### config.mk
export PLATFORM = sky130hd
export DESIGN_NAME = word_serializer_10bit
export DESIGN_NICKNAME = d
export VERILOG_FILES = /design/src/rtl/word_serializer_10bit.sv
export SDC_FILE = /design/constraint.sdc
export NUM_CORES = 1
export LEC_CHECK = 0
export CAP_MARGIN = 20
export CORE_ASPECT_RATIO = 1.5
export CORE_MARGIN = 2
export CORE_UTILIZATION = 43
export DETAILED_ROUTE_END_ITERATION = 10
export GPL_ROUTABILITY_DRIVEN = 1
export GPL_TIMING_DRIVEN = 0
export PLACE_DENSITY = 0.73
export SYNTH_ARGS = -nofsm -noshare
export SYNTH_HDL_FRONTEND = slang
export SYNTH_SLANG_ARGS = --single-unit
### constraint.sdc
create_clock -name clk -period 1.4 [get_ports clk]
set_clock_uncertainty 0.15 [all_clocks]
set_input_delay 0.28 -clock clk [delete_from_list [all_inputs] [get_ports clk]]
set_output_delay 0.28 -clock clk [all_outputs]
set_load 0.01 [all_outputs]
### src/rtl/word_serializer_10bit.sv
// word_serializer_10bit: parallel word in (valid/ready), one bit per beat out with first/last markers.
// Optional WORD_SERIALIZER_PARITY_EN appends an even-parity beat after the data bits.
module word_serializer_10bit #(
   parameter int WIDTH     = 10,
   parameter bit MSB_FIRST = 1'b1
) (
   input  logic             clk,
   input  logic             rst,
   input  logic             in_valid,
   output logic             in_ready,
   input  logic [WIDTH-1:0] in_data,
   input  logic             ser_ready,
   output logic             ser_valid,
   output logic             ser_out,
   output logic             ser_first,
   output logic             ser_last,
   output logic             busy,
   output logic             done
);
   localparam int CW = $clog2(WIDTH + 2);
`ifdef WORD_SERIALIZER_PARITY_EN
   localparam int BEATS = WIDTH + 1;
`else
   localparam int BEATS = WIDTH;
`endif
   typedef enum logic [1:0] {IDLE, SHIFT, DONE} state_t;
   state_t           state;
   logic [WIDTH-1:0] sreg;
   logic [CW-1:0]    cnt;
   logic             run, data_bit, bit_out;
   assign data_bit = MSB_FIRST ? sreg[WIDTH-1] : sreg[0];
`ifdef WORD_SERIALIZER_PARITY_EN
   logic par;
   assign bit_out = (cnt == CW'(WIDTH)) ? par : data_bit;
   always_ff @(posedge clk)
      if (rst) par <= 1'b0;
      else if (state == IDLE && in_valid) par <= ^in_data;
`else
   assign bit_out = data_bit;
`endif
   always_ff @(posedge clk) begin
      if (rst) begin
         state <= IDLE;
         sreg  <= '0;
         cnt   <= '0;
      end else begin
         case (state)
            IDLE: if (in_valid) begin
               sreg  <= in_data;
               cnt   <= '0;
               state <= SHIFT;
            end
            SHIFT: if (ser_ready) begin
               sreg <= MSB_FIRST ? sreg << 1 : sreg >> 1;
               cnt  <= cnt + 1'b1;
               if (cnt == CW'(BEATS - 1)) state <= DONE;
            end
            DONE:    state <= IDLE;
            default: state <= IDLE;
         endcase
      end
   end
   // outputs are gated by rst so everything reads 0 while reset is held
   assign run       = (state == SHIFT) && !rst;
   assign in_ready  = (state == IDLE) && !rst;
   assign done      = (state == DONE) && !rst;
   assign ser_valid = run;
   assign busy      = run;
   assign ser_out   = run && bit_out;
   assign ser_first = run && (cnt == '0);
   assign ser_last  = run && (cnt == CW'(BEATS - 1));
endmodule
==> summary.txt <==
Drt
  • 1st-pass router iterations: 4
  • Routed wire per std cell: between 15 and 20 µm
  • WL met3: 71 µm
  • WL final: 2.490 mm
  • Vias: 887
  • WL met1: roughly 1000 µm
  • Antenna-violating nets left: 0
  • Vias per std cell: around 5.8
  • DRC violations left: 0
  • Initial drt markers: 23
  • Highest routed layer: met4
  • Metal2 WL: between 1 and 1.5 mm

STA
  • Rel. slew slack: 0.8058
  • Count of final hold-check violations: 0
  • Tmin final: between 1500 and 2000 ps
  • Setup-failing EPs final: 16
  • Slew of the pin with the lowest slew margin: a little under 300 ps
  • Max Slew Vio Count: 0
  • Final worst slack: -245.8 ps
  • Tcrit/Tclk final: 1.176
  • Fmax: just over 0.6 GHz
  • RSZ-0062 raised after global routing: true

Global routing
  • Initial antenna violation count: 0
  • Total GRT Usage: 0.2279
  • Vias in the first global route: 849
  • GRT Residual Overflow: 0
  • First-pass GRT wire length: between 3 and 4 mm
  • Largest net degree at the start of global routing: 11

Synth
  • Most frequent cells after synthesis: dfxtp_1 (16), a21oi_1 (13), mux2i_1 (10)
  • Synth Area in XOR/XNOR: 0
  • Area contributors post-synth: dfxtp_1 (36%), mux2i_1 (11%), a21oi_1 (7.2%)
  • Largest family of logic cells by synthesized area: compound AO/OA/AOI/OAI gates
  • Number of synthesized flops with an enable pin: 0
  • Share of the synthesized area in the top cell type: 0.3565
  • Top FF cell, synth: dfxtp_1
  • Post-Syn Area: around 900 µm²
  • Synth Area in Simple Gates: 0.1560
  • Netlist cell types: 31
  • Asr flop ratio synth: 0
  • Compound-Gate Fraction of Synth Area: 0.2368
  • Syn. warnings: 0
  • Mean post-synth cell area: about 9.1 µm²
  • Mux contribution to synthesized area: 0.1281
  • Most common cell in the netlist: dfxtp_1
  • Synth Register Bits: 16
  • Post-Syn Nets: 116
  • Area leader, netlist: dfxtp_1
  • Sequential share of the synthesized area: 0.3565
  • Synth Area in Adders: 0.04178
  • Post-Syn Instances: slightly below 100

Status
  • Status: complete, but fails checks
  • Failing checks: setup timing

Die
  • Die area: around 2500 µm²
  • Die Width: 41.32 µm
  • Rows: 20
  • IO Count: 21
  • Die Ht: around 60 µm
  • Starting Density: 0.4488
  • Core area: around 2000 µm²

Critical path
  • Slowest CP cell: dfxtp_2
  • CP arrival: 1220 ps
  • Crit path max fanout: 4
  • Startpoint types: register
  • CP required: 970 ps
  • Crit end category: primary output
  • Critical path's top delay family: simple AND/OR/NAND/NOR gates
  • Buffers and inverters on the worst path: 1
  • Crit-path cells: nand2b_4 -> nor2_4 -> and3_1 -> buf_2
  • Setup CP Type: register to primary output
  • Worst stage delay on the critical path: 340 ps

Power and ir drop
  • Total power: approximately 1.1 mW
  • Peak VDD IR: between 0.4 and 0.5 mV
  • Pwr per Cell Area: a little under 800 nW/µm²
  • Leak: between 0.5 and 0.6 nW

Clock network
  • CTS root buf: clkbuf_4
  • Clock sinks: 16
  • Worst-skew pair later-pin latency: 290 ps
  • Longest Clk Path Bufs: 2
  • Htree depth: 1
  • CTS tree: yes
  • Worst-path clk slew: around 90 ps
  • CTS buffer count: 3

Final layout
  • Area Overhead vs Synth: 55.57%
  • Share of cells above drive strength 1: 0.4242
  • Fin nets: 150
  • Antenna cells: 0
  • Post-route cell area: between 1000 and 1500 µm²

Placed design
  • DP HPWL: 1.463 mm
  • Place WS: -670.9 ps
  • Placed cell area: between 1000 and 1500 µm²
  • IO Port Bufs: 18
  • GP Congestion: roughly 0.75

Worst hold path
  • Hold WC Path Type: primary input to register

Run
  • Max_cap viols: 0
-- cells by family after synthesis --
kind of cell / Yosys count
flip-flops: 16
AND/OR/NAND/NOR: 24
AO/OA/AOI/OAI: 32
adder cells (fa/ha/maj): 3
buffers and inverters: 13
multiplexers: 11
-- where the power goes --
group | internal (mW) | switching (mW) | total (mW) | leakage, nW
clock network | 0.158 | 0.149 | 0.307 | 0.0210
logic | 0.161 | 0.121 | 0.282 | 0.404
registers | 0.484 | 0.0282 | 0.512 | 0.134
-- per-layer routing --
metal	up-vias	global-route usage
met5	-	0
met4	0	0.06912
met3	4	0.02602
met2	16	0.3973
met1	434	0.2767
li1	433	-
-- through the flow --
step                        util  setup TNS (ps)  hold slack, ps  instances
after floorplan                -          -44.63           316.4         99
after global placement    0.5569           -6972           331.1        139
after detailed placement  0.5569           -7399           350.2        139
after CTS                 0.6556           -2257           92.82        153
after global routing      0.6981           -2616           99.01        154
final                     0.6981           -1945           99.27        154
-- registers in the layout (all words and copies together) (netlist names) --
name   count
sreg      10
cnt        4
state      2
-- repair_timing --
action / 4_1_cts / 5_1_grt
hold buffers: 0 / 0
pin swaps: 7 / 10
gates resized for setup: 63 / 17
endpoints found under the setup margin: 16 / 17
buffers inserted: 9 / 4
endpoints found under the hold margin: 0 / 0
gates cloned: 1 / 0
-- placed cells by master (no fill, tap or decap), drive strengths merged, types with 3 or more instances in the layout --
master,instances
a21oi,13
a311oi,9
buf,25
clkbuf,7
clkdlybuf4s50,10
dfxtp,16
ha,3
inv,3
mux2i,10
nor2,4
nor3,3
o21ai,7
-- path summary, 6_finish.rpt --
path                                 from   endpoint  slack, ps  cells after the start
worst max-delay path             state[1]  ser_first       -250                      4
worst min-delay path            ser_ready   state[1]        100                      2
worst max register to register   state[0]    sreg[8]       -100                      5
worst min register to register    sreg[0]    sreg[0]        360                      2
-- area by class of cell --
type,count,area (µm²)
inverters,3,13.76
clock buffers,4,36.28
fillers,161,604.3
multi-input cells,70,615.6
plain buffers,8,81.33
repair buffers,31,292.8
well taps,22,27.53
flip-flops and latches,16,330.3
No activity file was read; power rests on OpenSTA's default activity.
